$ cat config.mk
export PLATFORM = sky130hd
export DESIGN_NAME = uart_rx_cfg
export DESIGN_NICKNAME = d
export VERILOG_FILES = /design/src/rtl/uart_pkg.sv /design/src/rtl/uart_bit_timer.sv /design/src/rtl/uart_rx_cfg.sv
export SDC_FILE = /design/constraint.sdc
export NUM_CORES = 1
export LEC_CHECK = 0
export ABC_CLOCK_PERIOD_IN_PS = 3750
export BUFFER_PORTS_ARGS = -buffer_cell sky130_fd_sc_hd__buf_2
export CAP_MARGIN = 25
export CORE_MARGIN = 5
export CORE_UTILIZATION = 50
export CTS_CLUSTER_SIZE = 8
export DETAILED_ROUTE_END_ITERATION = 16
export HOLD_SLACK_MARGIN = 0.15
export PLACE_DENSITY = 0.72
export SYNTH_ARGS = -nofsm -noshare
export SYNTH_HDL_FRONTEND = slang
export SYNTH_HIERARCHICAL = 1
export SYNTH_SLANG_ARGS = --single-unit
$ cat constraint.sdc
create_clock -name rx_clk -period 3.75 [get_ports rx_clk]
set_input_delay 0.5625 -clock rx_clk [delete_from_list [all_inputs] [get_ports rx_clk]]
set_output_delay 0.5625 -clock rx_clk [all_outputs]
set_load 0.005 [all_outputs]
$ cat src/rtl/uart_pkg.sv
// Shared definitions for the configurable UART receiver: parity mode
// encodings, the receive FSM state type and a frame-length helper.
package uart_pkg;

  localparam int PARITY_NONE = 0;
  localparam int PARITY_ODD  = 1;
  localparam int PARITY_EVEN = 2;

  typedef enum logic [2:0] {
    IDLE      = 3'd0,
    START     = 3'd1,
    DATA      = 3'd2,
    PARITY    = 3'd3,
    STOP      = 3'd4,
    WAIT_HIGH = 3'd5
  } rx_state_e;

  // Total bits on the wire for one frame, start bit included.
  function automatic int frame_bits(input int data_bits, input int parity_mode,
                                    input int stop_bits);
    return 1 + data_bits + ((parity_mode != PARITY_NONE) ? 1 : 0) + stop_bits;
  endfunction

endpackage

$ cat src/rtl/uart_bit_timer.sv
// Baud counter: free-runs modulo CLKS_PER_BIT, can be forced back to zero
// with restart, and flags the mid-bit point and the last cycle of a bit.
module uart_bit_timer #(
  parameter int CLKS_PER_BIT = 521
) (
  input  logic clk,
  input  logic rst,
  input  logic restart,
  output logic mid_bit,
  output logic full_bit
);

  localparam int CW = $clog2(CLKS_PER_BIT);
  localparam logic [CW-1:0] MID_CNT  = CW'((CLKS_PER_BIT - 1) / 2);
  localparam logic [CW-1:0] LAST_CNT = CW'(CLKS_PER_BIT - 1);

  logic [CW-1:0] cnt_q, cnt_d;

  // Next count: restart wins, otherwise wrap at the end of a bit period.
  always_comb begin
    cnt_d = cnt_q + CW'(1);
    if (restart) begin
      cnt_d = '0;
    end else if (cnt_q == LAST_CNT) begin
      cnt_d = '0;
    end
  end

  // Counter register.
  always_ff @(posedge clk or posedge rst) begin
    if (rst) begin
      cnt_q <= '0;
    end else begin
      cnt_q <= cnt_d;
    end
  end

  assign mid_bit  = (cnt_q == MID_CNT);
  assign full_bit = (cnt_q == LAST_CNT);

endmodule

$ cat src/rtl/uart_rx_cfg.sv
// Configurable UART receiver: 2-flop synchroniser, start-bit glitch filter,
// DATA_BITS data bits LSB first, optional odd/even parity, 1 or 2 stop bits.
// Frame results (word, parity/framing/break flags) are registered together
// and announced by a single-cycle rx_valid strobe.
module uart_rx_cfg
  import uart_pkg::*;
#(
  parameter int CLKS_PER_BIT = 521,
  parameter int DATA_BITS    = 8,
  parameter int PARITY_MODE  = 0,
  parameter int STOP_BITS    = 1
) (
  input  logic                 rx_clk,
  input  logic                 rx_rst,
  input  logic                 rx_in,
  output logic [DATA_BITS-1:0] rx_out,
  output logic                 rx_valid,
  output logic                 rx_parity_err,
  output logic                 rx_frame_err,
  output logic                 rx_break,
  output logic                 rx_busy
);

  // Handshake: rx_valid is a one-cycle pulse with no back-pressure; rx_out
  // and the three flags are valid in the pulse cycle and hold until the
  // next pulse, so the consumer may sample them at or after rx_valid.

  localparam int IW = $clog2(DATA_BITS);
  localparam logic [IW-1:0] LAST_DATA = IW'(DATA_BITS - 1);
  localparam logic [IW-1:0] LAST_STOP = IW'(STOP_BITS - 1);

  // Synchroniser; both stages reset to the idle (high) line level.
  logic sync1_q, sync1_d;
  logic sync2_q, sync2_d;
  logic rx_s;

  rx_state_e state_q, state_d;

  logic [IW-1:0]        bit_idx_q, bit_idx_d;
  logic [DATA_BITS-1:0] shift_q, shift_d;
  logic                 par_bit_q, par_bit_d;
  logic                 zero_acc_q, zero_acc_d;  // every sample so far was 0
  logic                 ferr_acc_q, ferr_acc_d;  // some stop sample was 0

  logic [DATA_BITS-1:0] out_q, out_d;
  logic                 perr_q, perr_d;
  logic                 ferr_q, ferr_d;
  logic                 brk_q, brk_d;
  logic                 valid_q, valid_d;

  logic timer_restart;
  logic mid_bit;
  logic full_bit;
  logic parity_err_c;
  logic busy_c;

  uart_bit_timer #(
    .CLKS_PER_BIT(CLKS_PER_BIT)
  ) u_bit_timer (
    .clk     (rx_clk),
    .rst     (rx_rst),
    .restart (timer_restart),
    .mid_bit (mid_bit),
    .full_bit(full_bit)
  );

  // Synchroniser next values.
  always_comb begin
    sync1_d = rx_in;
    sync2_d = sync1_q;
  end

  // Synchroniser registers.
  always_ff @(posedge rx_clk or posedge rx_rst) begin
    if (rx_rst) begin
      sync1_q <= 1'b1;
      sync2_q <= 1'b1;
    end else begin
      sync1_q <= sync1_d;
      sync2_q <= sync2_d;
    end
  end

  assign rx_s = sync2_q;

  // FSM state register.
  always_ff @(posedge rx_clk or posedge rx_rst) begin
    if (rx_rst) begin
      state_q <= IDLE;
    end else begin
      state_q <= state_d;
    end
  end

  // FSM next-state logic; stop bits end in WAIT_HIGH if the line is still
  // low so a held-low line cannot look like a fresh start bit.
  always_comb begin
    state_d = state_q;
    case (state_q)
      IDLE: begin
        if (!rx_s) state_d = START;
      end
      START: begin
        if (mid_bit) state_d = rx_s ? IDLE : DATA;
      end
      DATA: begin
        if (full_bit && (bit_idx_q == LAST_DATA)) begin
          state_d = (PARITY_MODE != PARITY_NONE) ? PARITY : STOP;
        end
      end
      PARITY: begin
        if (full_bit) state_d = STOP;
      end
      STOP: begin
        if (full_bit && (bit_idx_q == LAST_STOP)) begin
          state_d = rx_s ? IDLE : WAIT_HIGH;
        end
      end
      WAIT_HIGH: begin
        if (rx_s) state_d = IDLE;
      end
      default: state_d = IDLE;
    endcase
  end

  // FSM outputs: busy covers the validated part of a frame; the timer is
  // held at zero while idle so counting starts with the first low sample,
  // and it is re-aligned on the mid-start decision.
  always_comb begin
    busy_c        = 1'b0;
    timer_restart = 1'b0;
    case (state_q)
      IDLE:      timer_restart = rx_s;
      START:     timer_restart = mid_bit;
      DATA:      busy_c = 1'b1;
      PARITY:    busy_c = 1'b1;
      STOP:      busy_c = 1'b1;
      WAIT_HIGH: timer_restart = 1'b1;
      default:   timer_restart = 1'b1;
    endcase
  end

  // Parity check of the completed word against the received parity bit.
  always_comb begin
    case (PARITY_MODE)
      PARITY_ODD:  parity_err_c = ~(^shift_q ^ par_bit_q);
      PARITY_EVEN: parity_err_c = ^shift_q ^ par_bit_q;
      default:     parity_err_c = 1'b0;
    endcase
  end

  // Datapath: sample bits at mid-bit points, accumulate error/break state,
  // and publish all results together on the last stop sample.
  always_comb begin
    bit_idx_d  = bit_idx_q;
    shift_d    = shift_q;
    par_bit_d  = par_bit_q;
    zero_acc_d = zero_acc_q;
    ferr_acc_d = ferr_acc_q;
    out_d      = out_q;
    perr_d     = perr_q;
    ferr_d     = ferr_q;
    brk_d      = brk_q;
    valid_d    = 1'b0;
    case (state_q)
      START: begin
        if (mid_bit && !rx_s) begin
          bit_idx_d  = '0;
          zero_acc_d = 1'b1;
          ferr_acc_d = 1'b0;
        end
      end
      DATA: begin
        if (full_bit) begin
          shift_d[bit_idx_q] = rx_s;
          zero_acc_d         = zero_acc_q & ~rx_s;
          bit_idx_d          = (bit_idx_q == LAST_DATA) ? '0 : bit_idx_q + IW'(1);
        end
      end
      PARITY: begin
        if (full_bit) begin
          par_bit_d  = rx_s;
          zero_acc_d = zero_acc_q & ~rx_s;
        end
      end
      STOP: begin
        if (full_bit) begin
          zero_acc_d = zero_acc_q & ~rx_s;
          ferr_acc_d = ferr_acc_q | ~rx_s;
          bit_idx_d  = bit_idx_q + IW'(1);
          if (bit_idx_q == LAST_STOP) begin
            out_d   = shift_q;
            perr_d  = parity_err_c;
            ferr_d  = ferr_acc_q | ~rx_s;
            brk_d   = zero_acc_q & ~rx_s;
            valid_d = 1'b1;
          end
        end
      end
      default: ;
    endcase
  end

  // Datapath and result registers.
  always_ff @(posedge rx_clk or posedge rx_rst) begin
    if (rx_rst) begin
      bit_idx_q  <= '0;
      shift_q    <= '0;
      par_bit_q  <= 1'b0;
      zero_acc_q <= 1'b0;
      ferr_acc_q <= 1'b0;
      out_q      <= '0;
      perr_q     <= 1'b0;
      ferr_q     <= 1'b0;
      brk_q      <= 1'b0;
      valid_q    <= 1'b0;
    end else begin
      bit_idx_q  <= bit_idx_d;
      shift_q    <= shift_d;
      par_bit_q  <= par_bit_d;
      zero_acc_q <= zero_acc_d;
      ferr_acc_q <= ferr_acc_d;
      out_q      <= out_d;
      perr_q     <= perr_d;
      ferr_q     <= ferr_d;
      brk_q      <= brk_d;
      valid_q    <= valid_d;
    end
  end

  assign rx_out        = out_q;
  assign rx_valid      = valid_q;
  assign rx_parity_err = perr_q;
  assign rx_frame_err  = ferr_q;
  assign rx_break      = brk_q;
  assign rx_busy       = busy_c;

endmodule

==> results of run 1 <==
==> report_power, final <==
part | switching, W | internal (W)
combinational | 0.00000997 | 0.00000440
sequential | 0.00000245 | 0.000422
clock | 0.000147 | 0.000215
total | 0.000160 | 0.000642
==> worst paths after layout <==
kind,start,endpoint,slack (ns)
worst min register to register,sync1_q,rx_s,0.36
worst max register to register,u_bit_timer/cnt_q[0],rx_out[1],0.95
worst max-delay path,u_bit_timer/cnt_q[0],rx_out[1],0.95
max in group asynchronous,rx_rst,rx_s,2.99
worst min-delay path,rx_rst,rx_out[5],0.24
min in group rx_clk,rx_in,sync1_q,0.36
==> cell families after synthesis <==
kind of cell / synth area share
adders and majority gates: 0.0383
and+or+nand+nor: 0.176
DFF: 0.499
AOI/OAI and AO/OA: 0.0963
xor gates and xnor gates: 0.0179
buffers and inverters: 0.0466
muxes: 0.124
other: 0.00191
==> flip-flops by register name, summed over array words and instances, names as in the netlist <==
name,cells
rx_out,8
sync1_q,1
u_bit_timer/cnt_q,10
state_q,3
rx_frame_err,1
bit_idx_q,3
zero_acc_q,1
rx_break,1
rx_s,1
ferr_acc_q,1
rx_valid,1
shift_q,8
==> cell type report <==
| class | instances | area (sq um) | area share |
|---|---|---|---|
| Clock buffer | 6 | 82.6 | 0.0377 |
| Tap cell | 48 | 60.1 | 0.0274 |
| Multi-Input combinational cell | 112 | 892 | 0.407 |
| Timing Repair Buffer | 15 | 97.6 | 0.0445 |
| Inverter | 12 | 45.0 | 0.0206 |
| Sequential cell | 39 | 978 | 0.447 |
| Clock inverter | 2 | 35.0 | 0.0160 |
==> cells in the final DEF, fill, tap and decap left out, types with 2 or more instances in the layout <==
cell type | synthesis | routed
sky130_fd_sc_hd__buf_2 | 4 | 14
sky130_fd_sc_hd__and2b_1 | 2 | 2
sky130_fd_sc_hd__mux2i_1 | 3 | 3
sky130_fd_sc_hd__dfstp_2 | 2 | 2
sky130_fd_sc_hd__dfrtp_1 | 37 | 37
sky130_fd_sc_hd__mux2_2 | 15 | 15
sky130_fd_sc_hd__xor2_1 | 3 | 3
sky130_fd_sc_hd__or3b_1 | 3 | 3
sky130_fd_sc_hd__nand2_1 | 3 | 3
sky130_fd_sc_hd__a21o_1 | 2 | 2
sky130_fd_sc_hd__o21ai_0 | 4 | 4
sky130_fd_sc_hd__nor4_1 | 4 | 4
sky130_fd_sc_hd__nand2b_1 | 4 | 4
sky130_fd_sc_hd__a32o_1 | 2 | 2
sky130_fd_sc_hd__nand3_1 | 4 | 4
sky130_fd_sc_hd__or4_1 | 2 | 2
sky130_fd_sc_hd__mux2_1 | 4 | 4
sky130_fd_sc_hd__inv_1 | 12 | 12
sky130_fd_sc_hd__nand4_1 | 6 | 6
sky130_fd_sc_hd__a31oi_1 | 2 | 2
sky130_fd_sc_hd__nand4bb_1 | 2 | 2
sky130_fd_sc_hd__or3_1 | 4 | 4
sky130_fd_sc_hd__nor2b_1 | 4 | 4
sky130_fd_sc_hd__ha_1 | 6 | 6
sky130_fd_sc_hd__nor2_1 | 8 | 8
sky130_fd_sc_hd__o31ai_1 | 2 | 2
sky130_fd_sc_hd__clkbuf_8 | 0 | 6
sky130_fd_sc_hd__a21oi_1 | 7 | 7
==> worst max-delay path: cells and delay by family, from the launching register on <==
family	cells	cell delay, ns
DFF	1	0.43
muxes	1	0.48
buffers and inverters	1	0.09
and+or+nand+nor	5	1.53
adders and majority gates	1	0.15
==> layer usage <==
layer  GRT usage  vias to the layer above  part of all wire
met3      0.0455                        5             0.049
met4      0.0533                        0             0.013
li1            -                      644                 -
met2       0.227                       27              0.47
met1       0.214                      680              0.47
met5           0                        -                 0
==> stage by stage <==
step	instance area [sq um]	std cells
6_report	2190	234
5_1_grt	2190	234
4_1_cts	2160	233
3_5_place_dp	2050	225
3_3_place_gp	2050	225
2_1_floorplan	1960	171
==> results_dict.tcl, run 1 <==
set metrics [dict create \
    most_common_library_cells_after_synthesis "sky130_fd_sc_hd__dfrtp_1, sky130_fd_sc_hd__mux2_2, sky130_fd_sc_hd__inv_1" \
    portBuffers 14 \
    yosys.cell_types.count 46 \
    routed_via_density 5.79 \
    synthArstFlopShare 1.00 \
    timing.slew.headroom 0.598 \
    power_w 0.000802 \
    max_cap_violations 0 \
    fmax_mhz 357 \
    dieArea_sq_mm 0.00528 \
    clock_pin_slew_worst_setup_and_hold_paths_ns 0.08 \
    timing.setup.tns_ns 0 \
    core_area_sq_mm 0.00374 \
    chipWidth_um 72.6 \
    cp_max_fo 11 \
    number_of_antenna_diodes 0 \
    dieHeight_um 72.6 \
    grt_setup_unrepaired "false" \
    worst-r2r-cell-count 8 \
    share_of_the_yosys_chip_area_belonging_to_registers 0.499 \
    instance_count_of_the_mapped_netlist 171 \
    grt_antenna_before_repair 0 \
    post_cts.resized_instances 0 \
    std_cell_rows 22 \
    cts_inserted_buffers 5 \
    first_global_vias 1304 \
    vias 1356 \
    final_util 0.585 \
    worst_setup_path_start_kind "register" \
    required_ns 3.92 \
    syn_area_per_cell_sq_um 11.5 \
    worstMarginPinSlew_ns 0.600 \
    fin_skew_ns 0.00755 \
    tritoncts "done" \
    synth_flop_cell "sky130_fd_sc_hd__dfrtp_1" \
    fillers 327 \
    crit_path_cell_trace "inv_1 > ha_1 > nand2b_1 > or3_1 > nor2_1 > and2b_1 > nand4b_1 > mux2_2" \
    finalWirelength_um 3610 \
    crit_slowest_cell "sky130_fd_sc_hd__nand4b_1" \
    synth.top_cells.by_area "sky130_fd_sc_hd__dfrtp_1, sky130_fd_sc_hd__mux2_2, sky130_fd_sc_hd__ha_1" \
    yosysWarnings 6 \
    worstPathArrival_ns 2.97 \
    maxSlewViolCount 0 \
    routed_wire_length_per_instance_um 15.4 \
    grtUsageTotal 0.153 \
    global_route_overflow 0 \
    critical_path.endpoint_type "register" \
    synth.top_cell.area_share 0.472 \
    cpPeakStageDelay_ns 0.50 \
    ys_seq_elements 39 \
    drtIter0Drc 115 \
    remaining_antenna_violation_count 0 \
    h-tree-depth 2 \
    place.gp.congestion 0.857 \
    cts_hold_repair.buffers 0 \
    cts_root_buffer "sky130_fd_sc_hd__clkbuf_8" \
    first_pass_iters 4 \
    cts.repair_timing.setup_buffer_count 0 \
    grt_first_pass_wirelength_um 6320 \
    final_layout_size_suffix_gt1_frac 0.226 \
    cell_type_contributing_the_most_total_cell_area_after_synthesis "sky130_fd_sc_hd__dfrtp_1" \
    final_min_period_over_clock_period 0.746 \
    synthesis.area_sq_mm 0.00196 \
    period_minus_slack_ns 2.80 \
    synth-edff-count 0 \
    clkSinkCount 39 \
    grt_max_degree 30 \
    dp_hpwl_um 2550 \
    area_growth_pct 11.7 \
    worstSkewPairLatency_ns 0.29 \
    design.portCount 16 \
    min_path_type "input port to async pin" \
    number_of_nets_in_the_final_layout 194 \
    synth_fp_nets 180 \
    total_drc_errors_in_the_routed_layout 0 \
    total_leakage_power_nw 1.04 \
    timing_hold_violations_final 0 \
    peakVddDrop_v 0.000203 \
    fin_worst_hold_slack_ns 0.242 \
    final.setup.worst_slack_ns 0.953 \
    outcome "completed" \
    synth.most_common_cell "sky130_fd_sc_hd__dfrtp_1" \
    start_util 0.524 \
    setup-violations-final 0 \
    dp_worst_setup_slack_ns 0.927 \
    clockBufferDepth 2 \
    power.density_cell_area_mw_per_mm2 366 \
    worst-setup-path-type "register to register" \
]
Power figures use the tool's default switching activity.
==> run 2: changes to the inputs <==
--- a/config.mk
+++ b/config.mk
@@ -5,7 +5,8 @@
 export SDC_FILE = /design/constraint.sdc
 export NUM_CORES = 1
 export LEC_CHECK = 0
-export ABC_CLOCK_PERIOD_IN_PS = 3750
+export ABC_AREA = 1
+export ABC_CLOCK_PERIOD_IN_PS = 2800
 export BUFFER_PORTS_ARGS = -buffer_cell sky130_fd_sc_hd__buf_2
 export CAP_MARGIN = 25
 export CORE_MARGIN = 5
==> constraint.sdc (replaced) <==
create_clock -name rx_clk -period 2.8 [get_ports rx_clk]
set_input_delay 0.42 -clock rx_clk [delete_from_list [all_inputs] [get_ports rx_clk]]
set_output_delay 0.42 -clock rx_clk [all_outputs]
set_load 0.005 [all_outputs]
==> results_dict.tcl, run 2 <==
set metrics [dict create \
    fillers 376 \
    place.gp.congestion 0.783 \
    grt_max_degree 30 \
    core_area_sq_mm 0.00409 \
    setup-violations-final 0 \
    p_seq_frac 0.587 \
    first_global_vias 1635 \
    synth.most_common_cell "sky130_fd_sc_hd__nand2_1" \
    finalWirelength_um 3950 \
    cell_internal_pwr_w 0.000742 \
    outcome "completed" \
    rr_endpoint "u_bit_timer/cnt_q[0]" \
    worstSetupEndpoint "u_bit_timer/cnt_q[0]" \
    post_synth_fa_ha_maj_area_fraction 0.0351 \
    number_of_nets_in_the_final_layout 297 \
    routed_via_density 4.88 \
    design.portCount 16 \
    cpPeakStageDelay_ns 0.42 \
    global_route_overflow 0 \
    worst_r2r_startpoint "u_bit_timer/cnt_q[5]" \
    critical_path.endpoint_type "register" \
    dp_hpwl_um 2870 \
    clockBufferDepth 2 \
    clockPowerShare 0.395 \
    cts.repair_timing.setup_buffer_count 0 \
    worstSkewPairLatency_ns 0.30 \
    total_drc_errors_in_the_routed_layout 0 \
    crit_slowest_cell "sky130_fd_sc_hd__dfrtp_1" \
    switchingPower_w 0.000224 \
    number_of_antenna_diodes 0 \
    h-tree-depth 2 \
    cts_inserted_buffers 5 \
    share_of_the_yosys_chip_area_belonging_to_registers 0.457 \
    worst-r2r-cell-count 11 \
    min_path_type "input port to register" \
    synth_compound_area_frac 0.0614 \
    grt_setup_unrepaired "false" \
    peakVddDrop_v 0.000253 \
    comb_power_share 0.018 \
    start_util 0.524 \
    area_growth_pct 9.18 \
    worstPathArrival_ns 2.17 \
    final_cell_mix "sky130_fd_sc_hd__nand2_1, sky130_fd_sc_hd__dfrtp_1, sky130_fd_sc_hd__inv_1" \
    crit_path_cell_trace "inv_2 > nand2_1 > nor2_1 > nand3_1 > nor3_1 > inv_1 > o221ai_1 > buf_4 > inv_1 > nand2_2 > nor2_1" \
    post_synth_xor_area_fraction 0.00818 \
    fin_skew_ns 0.00944 \
    dieArea_sq_mm 0.00569 \
    yosys-mux-area-fraction 0 \
    routed_wire_length_per_instance_um 11.7 \
    cell_type_contributing_the_most_total_cell_area_after_synthesis "sky130_fd_sc_hd__dfrtp_1" \
    vias 1653 \
    syn_area_per_cell_sq_um 7.93 \
    maxSlewViolCount 0 \
    grtUsageTotal 0.167 \
    worst_setup_path_start_kind "register" \
    remaining_antenna_violation_count 0 \
    swShare 0.232 \
    most_common_library_cells_after_synthesis "sky130_fd_sc_hd__nand2_1, sky130_fd_sc_hd__dfrtp_1, sky130_fd_sc_hd__inv_1" \
    final_common_cell "sky130_fd_sc_hd__nand2_1" \
    yosys.cell_types.count 32 \
    cp-startpoint "u_bit_timer/cnt_q[5]" \
    std_cell_rows 23 \
    grt_first_pass_wirelength_um 7290 \
    period_minus_slack_ns 1.99 \
    dpl.cell_count 330 \
    dp_worst_setup_slack_ns 0.835 \
    worst-setup-path-type "register to register" \
    synth.top_cell.area_share 0.432 \
    synth.top_cells.by_area "sky130_fd_sc_hd__dfrtp_1, sky130_fd_sc_hd__nand2_1, sky130_fd_sc_hd__nand3_1" \
    synth_fp_nets 279 \
    tritoncts "done" \
    largest_register_ff_count 10 \
    required_ns 2.98 \
    cts_root_buffer "sky130_fd_sc_hd__clkbuf_8" \
    fmax_mhz 501 \
    synth-edff-count 0 \
    layoutNonFillerInstCount 339 \
    synth_top_family_by_area "simple AND/OR/NAND/NOR gates" \
    drtIter0Drc 82 \
    synth-simple-area-share 0.352 \
    dieHeight_um 75.4 \
    cp_max_fo 5 \
    clock_pin_slew_worst_setup_and_hold_paths_ns 0.08 \
    timing.hold.worst.start "rx_in" \
    total_leakage_power_nw 1.23 \
    chipWidth_um 75.4 \
    timing.setup.tns_ns 0 \
    final_min_period_over_clock_period 0.712 \
    power.density_cell_area_mw_per_mm2 413 \
    timing_hold_violations_final 0 \
    yosysWarnings 6 \
    clkSinkCount 39 \
    instance_count_of_the_mapped_netlist 270 \
    grt_antenna_before_repair 0 \
    ys_seq_elements 39 \
    synthesis.area_sq_mm 0.00214 \
    portBuffers 14 \
    post_cts.resized_instances 0 \
    synth_flop_cell "sky130_fd_sc_hd__dfrtp_1" \
    max_cap_violations 0 \
    final_layout_size_suffix_gt1_frac 0.187 \
    first_pass_iters 4 \
    final_util 0.572 \
    final.setup.worst_slack_ns 0.806 \
    max_flop_register "u_bit_timer/cnt_q" \
    synthArstFlopShare 1.00 \
    worst_r2r_setup_slack_ns 0.81 \
]
-- run 2: cell count changes after synthesis, sizes merged, moves of 4 or more --
cell	before	now
a21oi	7	3
nand3	4	24
mux2	19	0
nand2	4	94
nor4	4	0
nand4	6	2
nor3	1	6
or3	4	0
nand2b	4	0
o21ai	4	18
nor2	8	33
inv	12	32
nor2b	4	0
-- run 2: logic make-up (layout without fill, tap and decap cells) --
group	count (synthesis)	after routing
and+or+nand+nor	159	159
buffers and inverters	39	58
xor gates and xnor gates	2	2
other	1	1
AOI/OAI and AO/OA	24	24
DFF	39	39
adders and majority gates	6	6
-- run 2: cell type report --
class,instances,area (sq um),area share
tap,50,62.6,0.0268
clock buffer,5,68.8,0.0294
clock inverter,3,20.0,0.00857
timing repair buffer,18,103,0.0439
multi-input combinational,192,982,0.420
inverter,32,123,0.0525
sequential,39,978,0.419
-- run 2: worst min-delay path by stage --
| stage | endpoint | slack (ns) | cells past startpoint |
|---|---|---|---|
| floorplan | u_bit_timer/cnt_q[0] | 0.26 | 1 |
| global placement | rx_s | 0.35 | 0 |
| detailed placement | rx_s | 0.35 | 0 |
| CTS | sync1_q | 0.21 | 1 |
| global route | sync1_q | 0.21 | 1 |
| finish | sync1_q | 0.22 | 1 |
-- run 2: worst max-delay path: cells and delay by family, from the launching register on --
kind            cells  cell delay [ns]
compound gates      1             0.19
buf+inv             4             0.50
flops               1             0.42
simple gates        6             0.77
-- run 2: what timing repair did --
| item | CTS | global route |
|---|---|---|
| endpoints found under the hold margin | 10 | 0 |
| setup endpoints to repair | 0 | 0 |
| hold buffers | 1 | 0 |
-- run 2: per-layer routing --
layer | share of wire | vias up | GRT usage | wire [um]
met3 | 0.035 | 9 | 0.0409 | 137
met2 | 0.43 | 22 | 0.248 | 1710
met1 | 0.51 | 747 | 0.236 | 2030
met5 | 0 | - | 0 | 0
li1 | - | 875 | - | -
met4 | 0.020 | 0 | 0.0641 | 78
-- run 2: power groups by stage --
stage | sequential (W) | clock [W] | combinational, W
finish | 0.000567 | 0.000382 | 0.0000174
detailed placement | 0.000578 | 0 | 0.0000177
floorplan | 0.000578 | 0 | 0.0000119
global route | 0.000567 | 0.000414 | 0.0000213
CTS | 0.000567 | 0.000394 | 0.0000190
global placement | 0.000578 | 0 | 0.0000176
-- run 2: stage by stage --
step           total power (W)  hold WS, ns  cell area [sq um]
6_report              0.000966        0.224               2340
5_1_grt                0.00100        0.212               2340
4_1_cts               0.000980        0.211               2340
3_5_place_dp          0.000596        0.348               2240
3_3_place_gp          0.000595        0.346               2240
2_1_floorplan         0.000589        0.260               2140
==> run 3: changes to the inputs <==
--- a/config.mk
+++ b/config.mk
@@ -5,8 +5,8 @@
 export SDC_FILE = /design/constraint.sdc
 export NUM_CORES = 1
 export LEC_CHECK = 0
-export ABC_AREA = 1
-export ABC_CLOCK_PERIOD_IN_PS = 2800
+export ABC_AREA = 0
+export ABC_CLOCK_PERIOD_IN_PS = 1850
 export BUFFER_PORTS_ARGS = -buffer_cell sky130_fd_sc_hd__buf_2
 export CAP_MARGIN = 25
 export CORE_MARGIN = 5
==> constraint.sdc (replaced) <==
create_clock -name rx_clk -period 1.85 [get_ports rx_clk]
set_input_delay 0.2775 -clock rx_clk [delete_from_list [all_inputs] [get_ports rx_clk]]
set_output_delay 0.2775 -clock rx_clk [all_outputs]
set_load 0.005 [all_outputs]
==> results_dict.tcl, run 3 (synthesis results as in run 1) <==
set metrics [dict create \
    outcome "finished with violations" \
    failed_checks "negative setup slack" \
    grt_setup_unrepaired "true" \
    number_of_nets_in_the_final_layout 222 \
    power_w 0.00145 \
    dp_hpwl_um 2880 \
    peakVddDrop_v 0.000329 \
    fin_skew_ns 0.00402 \
    crit_slowest_cell "sky130_fd_sc_hd__or3_4" \
    worst_r2r_setup_slack_ns -0.19 \
    multiInputGateArea_sq_um 966 \
    grt_most_used_layer "met2" \
    swShare 0.223 \
    worstMarginPinSlew_ns 0.586 \
    worstPathArrival_ns 2.20 \
    timing_hold_violations_final 0 \
    number_of_antenna_diodes 0 \
    fmax_mhz 491 \
    cts_root_buffer "sky130_fd_sc_hd__clkbuf_8" \
    critical_path_buf_inv_count 0 \
    dieHeight_um 72.6 \
    largest_register_ff_count 10 \
    clock_pin_slew_worst_setup_and_hold_paths_ns 0.08 \
    routed_via_density 5.57 \
    hold-path-cell-count 0 \
    final_common_cell "sky130_fd_sc_hd__dfrtp_1" \
    placed_area_sq_mm 0.00222 \
    dieArea_sq_mm 0.00528 \
    timing.hold.worst.start "sync1_q" \
    maxSlewViolCount 0 \
    clockPowerShare 0.385 \
    max_flop_register "u_bit_timer/cnt_q" \
    place.gp.congestion 0.848 \
    cts_inserted_buffers 5 \
    final.setup.worst_slack_ns -0.185 \
    worst_setup_path_start_kind "register" \
    hold_path_endpoint "rx_s" \
    final_min_period_over_clock_period 1.10 \
    fillers 291 \
    setup-violations-final 33 \
    grt_first_pass_wirelength_um 7090 \
    finalWirelength_um 3990 \
    final-seq-area_sq_um 981 \
    core_area_sq_mm 0.00374 \
    grtUsageTotal 0.173 \
    vias 1460 \
    p_seq_frac 0.593 \
    cell_internal_pwr_w 0.00112 \
    switchingPower_w 0.000323 \
    met1_usage 0.205 \
    cpPeakStageDelay_ns 0.39 \
    area_growth_pct 24.2 \
    first_pass_iters 4 \
    global_route.usage.met3 0.0468 \
    cp_max_fo 4 \
    grt_antenna_before_repair 0 \
    required_ns 2.02 \
    max_cap_violations 0 \
    timing.slew.headroom 0.608 \
    clkSinkCount 39 \
    portBuffers 14 \
    critical_path.endpoint_type "register" \
    global_route_overflow 0 \
    finalInstanceArea_sq_mm 0.00244 \
    worst-r2r-cell-count 6 \
    rr_endpoint "shift_q[5]" \
    std_cell_rows 22 \
    first_global_vias 1544 \
    total_leakage_power_nw 1.17 \
    h-tree-depth 2 \
    worst_r2r_startpoint "u_bit_timer/cnt_q[7]" \
    final_cell_mix "sky130_fd_sc_hd__dfrtp_1, sky130_fd_sc_hd__buf_4, sky130_fd_sc_hd__mux2_2, sky130_fd_sc_hd__buf_2, sky130_fd_sc_hd__inv_1" \
    chipWidth_um 72.6 \
    fin_worst_hold_slack_ns 0.359 \
    comb_power_share 0.023 \
    crit_path_cell_trace "or2_1 > or3_4 > nor2_4 > and4bb_2 > nand4_1 > mux2_1" \
    start_util 0.524 \
    total_drc_errors_in_the_routed_layout 0 \
    drtIter0Drc 119 \
    clockBufferDepth 2 \
    power.density_cell_area_mw_per_mm2 593 \
    worstSkewPairLatency_ns 0.29 \
    critPathTopFamily "simple AND/OR/NAND/NOR gates" \
    routed_wire_length_per_instance_um 15.2 \
    final_layout_size_suffix_gt1_frac 0.388 \
    period_minus_slack_ns 2.04 \
    design.portCount 16 \
    grt_util_met2 0.297 \
    grt_max_degree 30 \
    tritoncts "done" \
    worst-setup-path-type "register to register" \
    dp_worst_setup_slack_ns -0.211 \
    min_path_type "register to register" \
    remaining_antenna_violation_count 0 \
]
## run 3: changes by cell type in the layout (fill, tap and decap cells not counted), moves of 10 or more
cell and change:
sky130_fd_sc_hd__mux2_2 +14, sky130_fd_sc_hd__o21ai_1 -10, sky130_fd_sc_hd__nor2_1 -19, sky130_fd_sc_hd__inv_1 -15, sky130_fd_sc_hd__buf_4 +22, sky130_fd_sc_hd__nand3_1 -19, sky130_fd_sc_hd__nand2_1 -80
## run 3: how the worst max path moves through the flow
stage / start / end / slack (ns) / cells after the start
after CTS: u_bit_timer/cnt_q[7] / shift_q[4] / -0.20 / 6
final: u_bit_timer/cnt_q[7] / shift_q[5] / -0.19 / 6
after detailed placement: u_bit_timer/cnt_q[7] / shift_q[0] / -0.21 / 6
after floorplan: u_bit_timer/cnt_q[7] / bit_idx_q[0] / -0.17 / 5
after global placement: u_bit_timer/cnt_q[7] / shift_q[2] / -0.12 / 6
after global routing: u_bit_timer/cnt_q[1] / shift_q[7] / -0.27 / 8
## run 3: power groups by stage
stage	sequential (W)	clock [W]	combinational, W
floorplan	0.000874	0	0.0000193
global placement	0.000873	0	0.0000291
detailed placement	0.000873	0	0.0000302
CTS	0.000857	0.000571	0.0000335
global route	0.000857	0.000609	0.0000388
finish	0.000857	0.000556	0.0000328
## run 3: routing by layer
metal	part of all wire	wire, um
met2	0.52	2070
met1	0.43	1730
met4	0.012	46
met3	0.036	143
met5	0	0
## run 3: layout make-up
class / instances / share of cell area
clock buffers: 5 / 0.0282
clock inverters: 3 / 0.00616
well taps: 48 / 0.0247
multi-input cells: 112 / 0.397
inverters: 12 / 0.0185
repair buffers: 43 / 0.123
flip-flops and latches: 39 / 0.403
## run 3: per-stage QoR
step                      utilization  TNS [ns]  cells
final                           0.651     -3.75    262
after global routing            0.651     -7.39    262
after CTS                       0.638     -4.51    259
after detailed placement        0.594     -3.84    247
after global placement          0.594     -2.23    247
after floorplan                     -     -4.15    171
## run 3: what timing repair did
item,4_1_cts,5_1_grt
gates resized for setup,8,9
pin swaps,2,2
setup buffers,2,3
hold buffers,2,0
setup endpoints to repair,31,37
endpoints found under the hold margin,38,0
